$ cat config.mk
export PLATFORM = sky130hd
export DESIGN_NAME = chunk_sequencer
export DESIGN_NICKNAME = d
export VERILOG_FILES = /design/src/rtl/chunk_sequencer.sv
export SDC_FILE = /design/constraint.sdc
export NUM_CORES = 1
export LEC_CHECK = 0
export ABC_AREA = 0
export CAP_MARGIN = 20
export CORE_UTILIZATION = 55
export DETAILED_ROUTE_END_ITERATION = 7
export GPL_ROUTABILITY_DRIVEN = 0
export GPL_TIMING_DRIVEN = 0
export PLACE_DENSITY_LB_ADDON = 0.05
export SLEW_MARGIN = 20
export SYNTH_ARGS = -nofsm -noshare
export SYNTH_HDL_FRONTEND = slang
export SYNTH_SLANG_ARGS = --single-unit
$ cat constraint.sdc
create_clock -name clk_i -period 3 [get_ports clk_i]
set_input_delay 0.45 -clock clk_i [delete_from_list [all_inputs] [get_ports clk_i]]
set_output_delay 0.45 -clock clk_i [all_outputs]
set_load 0.02 [all_outputs]
$ cat src/rtl/chunk_sequencer.sv
// chunk_sequencer
//   Control FSM driving the compute cluster in chunk-padded mode. Preloads the
//   first IFM chunk and filter set, then runs chunks back to back while the
//   next IFM chunk (and, at set boundaries, the next filter set) is prefetched
//   into the idle bank of the double-buffered memories.
// Ports
//   clk_i, rst_i              clock, synchronous active-low reset
//   cfg_start_i               start pulse, sampled only while idle
//   cfg_ifm_per_flt_i         IFM chunks per filter set (N)
//   cfg_flt_num_i             filter sets to process (F)
//   cfg_rd_last_i             last sparsemap index, latched at start
//   ifm_load_req_o/_done_i    IFM loader handshake (level request, done pulse)
//   flt_load_req_o/_done_i    filter loader handshake (level request, done pulse)
//   ifm_wr/rd_sel_o           IFM bank selects
//   filter_wr/rd_sel_o        filter bank selects
//   run_valid_o               cluster run enable
//   total_chunk_start_o       one-cycle chunk start
//   total_chunk_end_i         chunk finished, honoured only while running
//   acc_buf_sel_o/out_buf_sel_o  accumulation/output buffer select
//   rd_sparsemap_last_o       latched cfg_rd_last_i
//   busy_o, done_o            activity flag, one-cycle completion pulse
module chunk_sequencer #(
  parameter int OUTPUT_BUF_NUM   = 4,
  parameter int RD_SPARSEMAP_NUM = 8,
  parameter int CNT_W            = 16
) (
  input  logic                                clk_i,
  input  logic                                rst_i,
  input  logic                                cfg_start_i,
  input  logic [$clog2(OUTPUT_BUF_NUM):0]     cfg_ifm_per_flt_i,
  input  logic [CNT_W-1:0]                    cfg_flt_num_i,
  input  logic [$clog2(RD_SPARSEMAP_NUM)-1:0] cfg_rd_last_i,
  output logic                                ifm_load_req_o,
  input  logic                                ifm_load_done_i,
  output logic                                flt_load_req_o,
  input  logic                                flt_load_done_i,
  output logic                                ifm_wr_sel_o,
  output logic                                ifm_rd_sel_o,
  output logic                                filter_wr_sel_o,
  output logic                                filter_rd_sel_o,
  output logic                                run_valid_o,
  output logic                                total_chunk_start_o,
  input  logic                                total_chunk_end_i,
  output logic [$clog2(OUTPUT_BUF_NUM)-1:0]   acc_buf_sel_o,
  output logic [$clog2(OUTPUT_BUF_NUM)-1:0]   out_buf_sel_o,
  output logic [$clog2(RD_SPARSEMAP_NUM)-1:0] rd_sparsemap_last_o,
  output logic                                busy_o,
  output logic                                done_o
);

  localparam int NW = $clog2(OUTPUT_BUF_NUM) + 1;
  localparam int BW = $clog2(OUTPUT_BUF_NUM);
  localparam int RW = $clog2(RD_SPARSEMAP_NUM);
  localparam logic [NW-1:0] N_MAX = NW'(OUTPUT_BUF_NUM);

  typedef enum logic [2:0] {
    S_IDLE, S_PRELOAD, S_START, S_RUN, S_WAIT_LOAD, S_DONE
  } state_t;

  state_t          r_state, w_state_nxt;
  logic [NW-1:0]   r_n, r_c, w_n_cfg;
  logic [CNT_W-1:0] r_f, r_fi, w_f_cfg;
  logic [RW-1:0]   r_rd_last;
  logic            r_ifm_req, r_flt_req, r_ifm_rdy, r_flt_rdy;
  logic            r_ifm_wr, r_ifm_rd, r_flt_wr, r_flt_rd;
  logic            w_wrap, w_last, w_ifm_ok, w_flt_ok, w_need_ok;
  logic            w_preload_go, w_advance;

  // Clamp the chunk count into 1..OUTPUT_BUF_NUM and the set count to >= 1.
  always_comb begin
    w_n_cfg = cfg_ifm_per_flt_i;
    if (cfg_ifm_per_flt_i == '0)
      w_n_cfg = NW'(1);
    else if (cfg_ifm_per_flt_i > N_MAX)
      w_n_cfg = N_MAX;
    w_f_cfg = (cfg_flt_num_i == '0) ? CNT_W'(1) : cfg_flt_num_i;
  end

  assign w_wrap = (r_c == r_n - NW'(1));
  assign w_last = w_wrap && (r_fi == r_f - CNT_W'(1));
  // A done pulse arriving on the checking edge counts as ready.
  assign w_ifm_ok  = r_ifm_rdy || (r_ifm_req && ifm_load_done_i);
  assign w_flt_ok  = r_flt_rdy || (r_flt_req && flt_load_done_i);
  assign w_need_ok = w_ifm_ok && (!w_wrap || w_flt_ok);

  always_comb begin
    w_state_nxt         = r_state;
    w_preload_go        = 1'b0;
    w_advance           = 1'b0;
    run_valid_o         = 1'b0;
    total_chunk_start_o = 1'b0;
    done_o              = 1'b0;
    busy_o              = (r_state != S_IDLE);
    unique case (r_state)
      S_IDLE:
        if (cfg_start_i) w_state_nxt = S_PRELOAD;
      // Preload only looks at the registered flags, so the cluster starts
      // two cycles after the last preload done.
      S_PRELOAD:
        if (r_ifm_rdy && r_flt_rdy) begin
          w_state_nxt  = S_START;
          w_preload_go = 1'b1;
        end
      S_START: begin
        run_valid_o         = 1'b1;
        total_chunk_start_o = 1'b1;
        w_state_nxt         = S_RUN;
      end
      S_RUN: begin
        run_valid_o = 1'b1;
        if (total_chunk_end_i) begin
          if (w_last) begin
            w_state_nxt = S_DONE;
          end else if (w_need_ok) begin
            w_state_nxt = S_START;
            w_advance   = 1'b1;
          end else begin
            w_state_nxt = S_WAIT_LOAD;
          end
        end
      end
      S_WAIT_LOAD:
        if (w_need_ok) begin
          w_state_nxt = S_START;
          w_advance   = 1'b1;
        end
      S_DONE: begin
        done_o      = 1'b1;
        w_state_nxt = S_IDLE;
      end
      default: w_state_nxt = S_IDLE;
    endcase
  end

  // Later assignments deliberately override the generic done-pulse handling
  // (e.g. a same-edge done whose flag is consumed immediately).
  always_ff @(posedge clk_i) begin
    if (!rst_i) begin
      r_state   <= S_IDLE;
      r_n       <= '0;
      r_c       <= '0;
      r_f       <= '0;
      r_fi      <= '0;
      r_rd_last <= '0;
      r_ifm_req <= 1'b0;
      r_flt_req <= 1'b0;
      r_ifm_rdy <= 1'b0;
      r_flt_rdy <= 1'b0;
      r_ifm_wr  <= 1'b0;
      r_ifm_rd  <= 1'b0;
      r_flt_wr  <= 1'b0;
      r_flt_rd  <= 1'b0;
    end else begin
      r_state <= w_state_nxt;
      if (r_ifm_req && ifm_load_done_i) begin
        r_ifm_req <= 1'b0;
        r_ifm_rdy <= 1'b1;
      end
      if (r_flt_req && flt_load_done_i) begin
        r_flt_req <= 1'b0;
        r_flt_rdy <= 1'b1;
      end
      if (r_state == S_IDLE && cfg_start_i) begin
        r_n       <= w_n_cfg;
        r_f       <= w_f_cfg;
        r_rd_last <= cfg_rd_last_i;
        r_c       <= '0;
        r_fi      <= '0;
        r_ifm_wr  <= 1'b0;
        r_flt_wr  <= 1'b0;
        r_ifm_req <= 1'b1;
        r_flt_req <= 1'b1;
        r_ifm_rdy <= 1'b0;
        r_flt_rdy <= 1'b0;
      end
      if (w_preload_go) begin
        r_ifm_rd  <= 1'b0;
        r_ifm_wr  <= 1'b1;
        r_flt_rd  <= 1'b0;
        r_flt_wr  <= 1'b1;
        r_ifm_rdy <= 1'b0;
        r_flt_rdy <= 1'b0;
      end
      if (r_state == S_START) begin
        if (!w_last) r_ifm_req <= 1'b1;
        if (r_c == '0 && r_fi != r_f - CNT_W'(1)) r_flt_req <= 1'b1;
      end
      if (w_advance) begin
        r_ifm_rd  <= ~r_ifm_rd;
        r_ifm_wr  <= ~r_ifm_wr;
        r_ifm_rdy <= 1'b0;
        if (w_wrap) begin
          r_flt_rd  <= ~r_flt_rd;
          r_flt_wr  <= ~r_flt_wr;
          r_flt_rdy <= 1'b0;
          r_c       <= '0;
          r_fi      <= r_fi + CNT_W'(1);
        end else begin
          r_c <= r_c + NW'(1);
        end
      end
    end
  end

  // The buffer select steps exactly like the chunk index within a set.
  assign acc_buf_sel_o       = r_c[BW-1:0];
  assign out_buf_sel_o       = r_c[BW-1:0];
  assign ifm_load_req_o      = r_ifm_req;
  assign flt_load_req_o      = r_flt_req;
  assign ifm_wr_sel_o        = r_ifm_wr;
  assign ifm_rd_sel_o        = r_ifm_rd;
  assign filter_wr_sel_o     = r_flt_wr;
  assign filter_rd_sel_o     = r_flt_rd;
  assign rd_sparsemap_last_o = r_rd_last;

endmodule

* Word level (Yosys, flattened, before mapping)
Index checks and enable logic that the tools add are counted.
** Word-level totals
- Bits in registers :: 52
- Bits in latches :: 0
- Memory bits (writable) :: 0
- Memory bits (read-only) :: 0
- Output and inout bits :: 17
- Word-level logic and storage cells :: 108
- Memories :: 0
** Cells by class
- Add/subtract/negate cells :: 4
- Multiply operators :: 0
- Divide/modulo/power cells :: 0
- Magnitude comparators :: 1
- Eq/ne operators :: 12
- Shift-type cells :: 0
- Multiplexer cells :: 50
- Bitwise operators :: 5
- Reductions and logical operators :: 22
** Operator list (number)
- 2-to-1 mux 16 bit :: 4
- 2-to-1 mux 1 bit :: 33
- 2-to-1 mux 3 bit :: 11
- adder 16 x 1 -> 16 bit, second input constant :: 1
- == test 16 bit :: 1
- logical NOT 16 bit :: 1
- inequality test 16 bit :: 1
- subtractor 16 x 1 -> 16 bit, second input constant :: 1
- one-hot mux 3 bit (5 select lines) :: 1
- logical NOT 3 bit :: 3
- inequality test 2 bit, second input constant :: 4
- logical AND 1 bit :: 7
- == test 3 x 2 -> 1 bit, second input constant :: 2
- == test 3 bit, second input constant :: 2
- nonzero test 3 bit :: 2
- inverter 1 bit :: 5
- AND reduction 4 bit :: 1
- nonzero test 2 bit :: 2
- OR reduction 4 bit :: 1
- adder 3 x 1 -> 3 bit, second input constant :: 1
- == test 3 x 1 -> 1 bit, second input constant :: 1
- == test 3 bit :: 1
- greater-than comparator 3 bit, second input constant :: 1
- logical OR 1 bit :: 3
- 4 further kinds :: 4

* Depth between registers and ports, before layout
Gate-level depths: netlist (run 1).
- Word-level depth :: 10
- Depth in mapped cells :: 11
- Depth with buffers taken out :: 10

* Worst setup path before layout (run 1)
Ideal clock, no wire load.
- Path type :: register to register
- Start :: register r_f[5]
- End :: register r_flt_rdy
- Library setup time :: 0.073 ns
- Arrival time :: 2.713 ns
- Path slack :: 0.215 ns
- Cell stages (with the launch flop) :: 10
- Path buffers :: 1
- Clock period less this slack :: 2.785 ns
- Path through :: dfxtp_1 -> clkbuf_1 -> or4_4 -> nor3_2 -> a31oi_1 -> nor4_4 -> o31ai_2 -> nor4_4 -> o21a_2 -> nor3b_2
** On the way
- Longest elaborated chain between the ends :: 7
** Ends and longest elaborated chain
- start: declaration :: RTL line 62 : logic [CNT_W-1:0] r_f, r_fi, w_f_cfg;
- start signal: assignment :: RTL line 165 : r_f <= w_f_cfg;
- subtractor 16 x 1 -> 16 bit :: RTL line 80 : assign w_last = w_wrap && (r_fi == r_f - CNT_W'(1));
- == test 16 bit :: RTL line 80
- logical AND 1 bit :: RTL line 80
- 2-to-1 mux 1 bit :: RTL line 112 : if (w_last) begin
- 2-to-1 mux 1 bit :: RTL line 111 : if (total_chunk_end_i) begin
- one-hot mux 1 bit (2 select lines) :: RTL line 94 : unique case (r_state)
- 2-to-1 mux 1 bit :: RTL line 188 : if (w_advance) begin
- end signal: assignment :: RTL line 148 : r_flt_rdy <= 1'b0;
- end signal: assignment :: RTL line 182 : r_flt_rdy <= 1'b0;
- end signal: assignment :: RTL line 195 : r_flt_rdy <= 1'b0;
- end: declaration :: RTL line 64 : logic r_ifm_req, r_flt_req, r_ifm_rdy, r_flt_rdy;
Every way passes these cells.
A chain may end at the register's enable or synchronous reset.

* Final worst setup path (run 1)
- Start :: register r_f[4]
- End :: register r_state[1]
** On the way
- Longest elaborated chain between the ends :: 6
** Ends and longest elaborated chain
- subtractor 16 x 1 -> 16 bit :: RTL line 80
- == test 16 bit :: RTL line 80
- logical AND 1 bit :: RTL line 80
- 2-to-1 mux 3 bit :: RTL line 112
- 2-to-1 mux 3 bit :: RTL line 111
- one-hot mux 3 bit (5 select lines) :: RTL line 94
- end signal: assignment :: RTL line 154 : r_state <= w_state_nxt;
- end: declaration :: RTL line 60 : state_t r_state, w_state_nxt;
Every way passes these cells. The select of a mux whose other input is x is not followed.

==> results.toml, run 1 <==
[run_status]
status = "finished clean"

[power]
power_density_mw_per_mm2 = 383
power_mw = 1.50
ir_drop_mv = 0.231
power_leakage_nw = 1.47

[floorplan]
die_area_mm2 = 0.00598
fp-row-count = 27
initial_core_util_pct = 57.0
die_w_um = 77.3
die_h_um = 77.3
io_pins = 45
core_mm2 = 0.00547

[timing]
drv_slew = 0
setup_viol = 0
period_needed_ns = 2.91
fin_crit_sh_pct = 97.0
slew_headroom_pct = 55.3
timing.fmax_mhz = 344
setup_ws_ns = 0.0911
worstMarginPinSlew_ns = 0.664
fin_tns_setup_ns = 0
clock_skew_ns = 0.0103
hold_slack_ns = 0.459
finalHoldViolations = 0

[routing]
finalWirelength_mm = 8.09
firstDrtPassIters = 4
viasPerCell = 5.92
drt_iter0_markers = 232
ant_nets = 0
route.vias.total = 3018
wl_per_cell_um = 15.9
remaining_drc_errors = 0

[clock_tree]
clk_pin_slew_worst_paths_ns = 0.10
cts_made_buffers = 5
cts_buffer_depth = 2
htreeDepth = 2
worstSkewPairLatency_ns = 0.31
clockRootBuffer = "clkbuf_8"
cts.sinks = 52
cts_tree = "built"
cts_hold_buffers = 0

[grt]
grt_max_degree = 15
grt_remaining_overflow = 0
grt_pass1_wl_mm = 13.6
grt_pass1_vias = 2952
grtUsageTotal_pct = 28.3
antenna_found_initial = 0

[critical_path]
criticalPathCategory = "flip-flop to flip-flop"
start_kind = "flip-flop"
cp_max_fo = 8
crit_chain = "buf_2 > or4_4 > nor4b_4 > mux2i_2 > nor4_4 > o31a_1 > and3_2 > nor2_1 > o311a_1"
critPathRequiredTime_ns = 3.20
max_stage_delay_ns = 0.59
rrSetupSlack_ns = 0.09
cp_num_buf_inv = 1
cpMaxStageDelayCell = "or4_4"
critPathCaptureType = "flip-flop"
crit_arrival_ns = 3.11
critPathTopFamily = "simple AND/OR/NAND/NOR gates"

[hold_path]
holdCritPathClass = "flip-flop to flip-flop"

[logic_synthesis]
synth_area_per_cell_um2 = 8.10
synth.area.top_cells = "dfxtp_1 (33%), nand2_1 (6.3%), a21oi_1 (4.7%)"
syn_area_mm2 = 0.00312
synthArstFlopShare_pct = 0
syn_inst = 385
synth.distinct_cells = 62
ys_seq_area_share_pct = 33.4
ys.flop_type = "dfxtp_1"
netlist.area_leader.share_pct = 33.4
synth_edf_count = 0
syn-num-nets = 418
yosys-top-cells-count = "dfxtp_1 (52), nand2_1 (52), a21oi_1 (29), nor2_1 (23)"
synth-seq-cells = 52
yosysWarnings = 0
yosys.area.top_type = "dfxtp_1"

[cells_and_area]
nets = 470
finish.instance_area_mm2 = 0.00391
stdcell_count = 510
area.growth.synth_to_final_pct = 25.4
postLayoutCoreUtil_pct = 71.5
insertedDiodeCount = 0
drive_above_1_share_pct = 10.3

[placed_design]
dp_hpwl_mm = 5.83
placed_cell_area_mm2 = 0.00365
dp.cells = 501
place_ws_ns = -0.322
numPortBuffers = 44

[flow_run]
drv_cap = 0
## flip-flops by register name, indices dropped and copies added (netlist names), 3 cells and up
signal / count
r_c: 3
rd_sparsemap_last_o: 3
r_state: 3
r_fi: 16
r_f: 16
r_n: 3
## final timing paths
check                             endpoint  cells after the start    from
worst max-delay path            r_state[1]                      9  r_f[4]
worst min-delay path                r_n[1]                      2  r_n[1]
worst max register to register  r_state[1]                      9  r_f[4]
worst min register to register      r_n[1]                      2  r_n[1]
## power breakdown
group,switching (mW),internal [mW],total [mW]
sequential,0.0267,0.711,0.738
clock,0.231,0.189,0.420
combinational,0.186,0.156,0.342
## kinds of logic after synthesis
group	count (synthesis)	synth area share (%)
DFF	52	33.4
muxes	7	2.29
and+or+nand+nor	172	31.0
AOI/OAI and AO/OA	82	17.8
adders and majority gates	5	2.01
xor gates and xnor gates	28	8.30
buffers and inverters	39	5.25
## layout make-up
cell class	instances	area, µm²
Buffer	23	110
Clock buffer	8	90.1
Fill cell	453	1560
Inverter	13	48.8
Multi-Input combinational cell	294	2060
Sequential cell	52	1040
Tap cell	72	90.1
Timing Repair Buffer	48	470
## repair_timing
item / CTS / global route
buffers inserted: 3 / 1
resized for setup: 14 / 14
endpoints found under the setup margin: 25 / 28
pin swaps: 1 / 8
## tightest hold or removal path, stage by stage, from the launching register on
cell and delay (ns):
dfxtp_1 0.32, nand2_1 0.05, a21oi_1 0.05
## layout by cell type (no fill, tap or decap), types with 4 or more instances in the layout
cell type        count
ha_1                 4
o211ai_1             5
buf_4                8
nor4_1               6
dfxtp_1             50
or4_1                5
clkbuf_1            17
nor4_4               4
nor2_1              23
mux2i_1              5
clkdlybuf4s50_1     44
clkbuf_8             6
nand3_1             18
o21ai_0              4
xnor2_1             11
nand2_1             52
nand2b_1            10
xor2_1              16
nor3_1               6
and2_1               4
a31oi_1              7
and3_1               7
inv_1               12
a21oi_1             28
## routing by layer
metal	part of all wire [%]	track usage [%]	vias to the layer above
li1	-	-	1495
met1	44	35.2	1427
met2	49	48.7	88
met3	5.7	5.71	8
met4	1.1	9.06	0
met5	0	0	-
No activity file was read; power rests on OpenSTA's default activity.
==> run 2: changes to the inputs <==
--- a/config.mk
+++ b/config.mk
@@ -7,10 +7,12 @@
 export LEC_CHECK = 0
 export ABC_AREA = 0
 export CAP_MARGIN = 20
-export CORE_UTILIZATION = 55
+export CORE_UTILIZATION = 64
 export DETAILED_ROUTE_END_ITERATION = 7
+export DONT_BUFFER_PORTS = 1
 export GPL_ROUTABILITY_DRIVEN = 0
 export GPL_TIMING_DRIVEN = 0
+export MAX_ROUTING_LAYER = met4
 export PLACE_DENSITY_LB_ADDON = 0.05
 export SLEW_MARGIN = 20
 export SYNTH_ARGS = -nofsm -noshare
==> results.toml, run 2 (synthesis gave the netlist of run 1 again) <==
[critical_path]
r2r_start = "r_f[5]"
crit_path_start = "r_f[5]"
r2r_cells = 9
cp_max_fo = 8
crit_arrival_ns = 3.11
crit_chain = "or4_4 > nor4b_4 > mux2i_2 > nor4_4 > buf_4 > o31a_1 > and3_1 > nor2_1 > o311a_1"
critPathCaptureType = "flip-flop"
cpMaxStageDelayCell = "or4_4"
critPathTopFamily = "simple AND/OR/NAND/NOR gates"
rrSetupSlack_ns = 0.08
criticalPathCategory = "flip-flop to flip-flop"
worst-path-stages = 9
cp_num_buf_inv = 1
max_stage_delay_ns = 0.59
endpoint = "r_state[1]"
start_kind = "flip-flop"
r2r-end = "r_state[1]"
critPathRequiredTime_ns = 3.19

[timing]
drv_slew = 0
setup_viol = 0
fin_tns_setup_ns = 0
worstMarginPinSlew_ns = 0.641
clock_skew_ns = 0.00963
rsz0062_at_grt = "true"
timing.fmax_mhz = 343
slew_headroom_pct = 57.3
fin_crit_sh_pct = 97.3
finalHoldViolations = 0
period_needed_ns = 2.92

[routing]
drt_iter0_markers = 140
ant_nets = 0
remaining_drc_errors = 0
viasPerCell = 6.35
wl_per_cell_um = 16.7
finalWirelength_mm = 7.48
route.vias.total = 2845
firstDrtPassIters = 4

[run_status]
status = "finished clean"

[clock_tree]
clk_pin_slew_worst_paths_ns = 0.09
htreeDepth = 2
cts_made_buffers = 5
clockRootBuffer = "clkbuf_8"
cts_buffer_depth = 2
cts.sinks = 52
worstSkewPairLatency_ns = 0.31
cts_tree = "built"

[placed_design]
numPortBuffers = 0
dp_hpwl_mm = 5.33

[floorplan]
die_h_um = 71.8
die_area_mm2 = 0.00516
initial_core_util_pct = 66.5
fp-row-count = 25
core_mm2 = 0.00469
io_pins = 45
die_w_um = 71.8

[grt]
grt_pass1_wl_mm = 12.0
grt_max_degree = 15
antenna_found_initial = 0
grt_remaining_overflow = 0
grtUsageTotal_pct = 30.6
grt_pass1_vias = 2610

[cells_and_area]
nets = 427
reg_top3 = "r_f (16), r_fi (16)"
most-common-layout-cells = "nand2_1 (52), dfxtp_1 (50), a21oi_1 (28)"
insertedDiodeCount = 0
drive_above_1_share_pct = 10.7
final_common_cell = "nand2_1"
area.growth.synth_to_final_pct = 9.75

[hold_path]
holdCritPathClass = "primary input to flip-flop"

[power]
ir_drop_mv = 0.293
power_leakage_nw = 1.31
power_density_mw_per_mm2 = 416
power_mw = 1.42

[flow_run]
drv_cap = 0
## run 2: cell count changes in the layout (fill, tap and decap cells not counted), sizes merged
cell,before,now
clkdlybuf4s50,44,0
clkbuf,23,21
buf,12,13
clkinv,1,2
## run 2: worst register-to-register path: stages (launching register included)
cell and delay [ns]:
dfxtp_1 0.42, or4_4 0.59, nor4b_4 0.27, mux2i_2 0.12
nor4_4 0.37, buf_4 0.17, o31a_1 0.20, and3_1 0.26
nor2_1 0.06, o311a_1 0.34
## run 2: metrics by stage
| step | worst slack, ns | hold slack [ns] | cells | area, µm² | util, % |
|---|---|---|---|---|---|
| finish | 0.0808 | 0.263 | 448 | 3420 | 73.0 |
| global route | -0.0812 | 0.270 | 448 | 3420 | 73.0 |
| CTS | 0.00865 | 0.263 | 449 | 3340 | 71.1 |
| detailed placement | -0.241 | 0.444 | 439 | 3190 | 67.9 |
| global placement | -0.221 | 0.441 | 439 | 3190 | 67.9 |
| floorplan | 0.215 | 0.432 | 385 | 3120 | - |
## run 2: how the worst min path moves through the flow
stage / start / to / slack [ns] / cells past startpoint
after floorplan: r_n[1] / r_n[1] / 0.43 / 2
after global placement: r_n[1] / r_n[1] / 0.44 / 2
after detailed placement: r_n[1] / r_n[1] / 0.44 / 2
after CTS: cfg_flt_num_i[11] / r_f[11] / 0.26 / 2
after global routing: cfg_flt_num_i[3] / r_f[3] / 0.27 / 2
final: cfg_flt_num_i[11] / r_f[11] / 0.26 / 2
## run 2: area by class of cell
| class | instances | area (µm²) |
|---|---|---|
| multi-input combinational | 294 | 2030 |
| sequential | 52 | 1040 |
| clock inverter | 1 | 5.00 |
| tap | 54 | 67.6 |
| fill | 374 | 1270 |
| buffer | 23 | 110 |
| timing repair buffer | 5 | 45.0 |
| inverter | 13 | 48.8 |
| clock buffer | 6 | 72.6 |
## run 2: power by group
| part | leakage (nW) | internal, mW | switching [mW] | total [mW] |
|---|---|---|---|---|
| Clock | 0.0410 | 0.159 | 0.225 | 0.384 |
| Sequential | 0.424 | 0.711 | 0.0317 | 0.743 |
| Combinational | 0.842 | 0.127 | 0.169 | 0.295 |
## run 2: routing by layer
metal / wire [µm] / up-vias / part of all wire, % / global-route usage [%]
met1: 3240 / 1342 / 43 / 38.5
met3: 506 / 12 / 6.8 / 5.63
met2: 3650 / 82 / 49 / 51.0
met5: 0 / - / 0 / -
met4: 87 / 0 / 1.2 / 6.97
li1: - / 1409 / - / -
## run 2: repair_timing
item	CTS	global route
endpoints found under the setup margin	21	26
pin swaps	1	6
endpoints found under the hold margin	0	0
setup buffers	3	2
hold buffers	0	0
gates resized for setup	8	16
==> run 3: changes to the inputs <==
--- a/config.mk
+++ b/config.mk
@@ -7,7 +7,8 @@
 export LEC_CHECK = 0
 export ABC_AREA = 0
 export CAP_MARGIN = 20
-export CORE_UTILIZATION = 64
+export CORE_UTILIZATION = 66
+export CTS_BUF_LIST = sky130_fd_sc_hd__clkbuf_2
 export DETAILED_ROUTE_END_ITERATION = 7
 export DONT_BUFFER_PORTS = 1
 export GPL_ROUTABILITY_DRIVEN = 0
==> results.toml, run 3 (synthesis gave the netlist of run 1 again) <==
[grt]
grt_max_degree = 15
grt_pass1_wl_mm = 12.6
antenna_found_initial = 0
grt_pass1_vias = 2736
met2_usage_pct = 54.7
grt-busiest-layer = "met2"
grt_use_met1_pct = 40.2
grt_remaining_overflow = 0
gr-usage-met3_pct = 6.41
grtUsageTotal_pct = 32.7

[floorplan]
io_pins = 45
die_w_um = 70.7
fp-row-count = 24
core_mm2 = 0.00444
die_h_um = 70.7
die_area_mm2 = 0.00500
initial_core_util_pct = 70.2

[clock_tree]
worstSkewPairLatency_ns = 0.44
clk_pin_slew_worst_paths_ns = 0.24
cts.sinks = 52
cts_buffer_depth = 2
clockRootBuffer = "clkbuf_2"
cts_hold_buffers = 0
htreeDepth = 2
cts_tree = "built"
cts_made_buffers = 5

[hold_path]
holdPathStages = 2
holdCritPathClass = "primary input to flip-flop"

[critical_path]
start_kind = "flip-flop"
r2r_cells = 9
critPathRequiredTime_ns = 3.37
critPathCaptureType = "flip-flop"
crit_arrival_ns = 3.28
cp_max_fo = 8
criticalPathCategory = "flip-flop to flip-flop"

[power]
power_density_mw_per_mm2 = 381
ir_drop_mv = 0.249
power_leakage_nw = 1.28

[placed_design]
place_ws_ns = -0.247
dp_hpwl_mm = 5.54
placed_cell_area_mm2 = 0.00318
numPortBuffers = 0

[routing]
route.vias.total = 2947
viasPerCell = 6.61
firstDrtPassIters = 5
remaining_drc_errors = 0
wl_per_cell_um = 17.5
finalWirelength_mm = 7.80
ant_nets = 0
drt_iter0_markers = 196

[cells_and_area]
drive_above_1_share_pct = 11.4
nets = 427
final_common_cell = "nand2_1"
reg_top3 = "r_f (16), r_fi (16)"
area.growth.synth_to_final_pct = 8.82
finish.instance_area_mm2 = 0.00339
insertedDiodeCount = 0
most-common-layout-cells = "nand2_1 (52), dfxtp_1 (49), a21oi_1 (28)"
postLayoutCoreUtil_pct = 76.4

[timing]
setup_viol = 0
clock_skew_ns = 0.0149
finalHoldViolations = 0
fin_crit_sh_pct = 97.1
slew_headroom_pct = 55.9
hold_slack_ns = 0.107
setup_ws_ns = 0.0879
timing.fmax_mhz = 343
drv_slew = 0
worstMarginPinSlew_ns = 0.661
period_needed_ns = 2.91

[run_status]
status = "finished clean"

[flow_run]
drv_cap = 0
-- run 3: area by class of cell --
| cell class | instances | area (µm²) |
|---|---|---|
| buffer | 23 | 110 |
| clock buffer | 6 | 30.0 |
| clock inverter | 1 | 5.00 |
| fill | 338 | 1050 |
| inverter | 13 | 48.8 |
| multi-input combinational | 294 | 2050 |
| sequential | 52 | 1050 |
| tap | 52 | 65.1 |
| timing repair buffer | 5 | 37.5 |
-- run 3: path summary, 6_finish.rpt --
kind | startpoint | end | slack [ns]
min reg2reg | r_n[1] | r_n[1] | 0.48
max reg2reg | r_f[0] | r_fi[6] | 0.09
max | r_f[0] | r_fi[6] | 0.09
min | cfg_flt_num_i[5] | r_f[5] | 0.11
-- run 3: metrics by stage --
stage	power (mW)	setup TNS [ns]	instances
2_1_floorplan	0.947	0	385
3_3_place_gp	0.989	-2.12	437
3_5_place_dp	0.997	-2.95	437
4_1_cts	1.27	-0.247	447
5_1_grt	1.35	-0.00571	446
6_report	1.29	0	446
-- run 3: repair_timing --
| action | 4_1_cts | 5_1_grt |
|---|---|---|
| resized for setup | 6 | 21 |
| pin swaps | 2 | 7 |
| endpoints found under the setup margin | 23 | 28 |
| setup buffers | 3 | 2 |
-- run 3: routing by layer --
layer / vias to the layer above / routed length (µm)
met5: - / 0
met4: 0 / 161
met3: 19 / 586
met2: 120 / 3820
met1: 1409 / 3240
li1: 1399 / -
-- run 3: worst max-delay path, stage by stage (launching register included) --
cell	delay, ns
dfxtp_4	0.41
or4_4	0.58
o21ai_0	0.23
a21oi_1	0.10
a31oi_1	0.45
or3_4	0.28
nor4_4	0.05
buf_4	0.16
o21a_4	0.23
a221o_1	0.35
-- run 3: where the power goes --
group / internal, mW / switching [mW]
Combinational: 0.111 / 0.168
Sequential: 0.714 / 0.0316
Clock: 0.0555 / 0.213
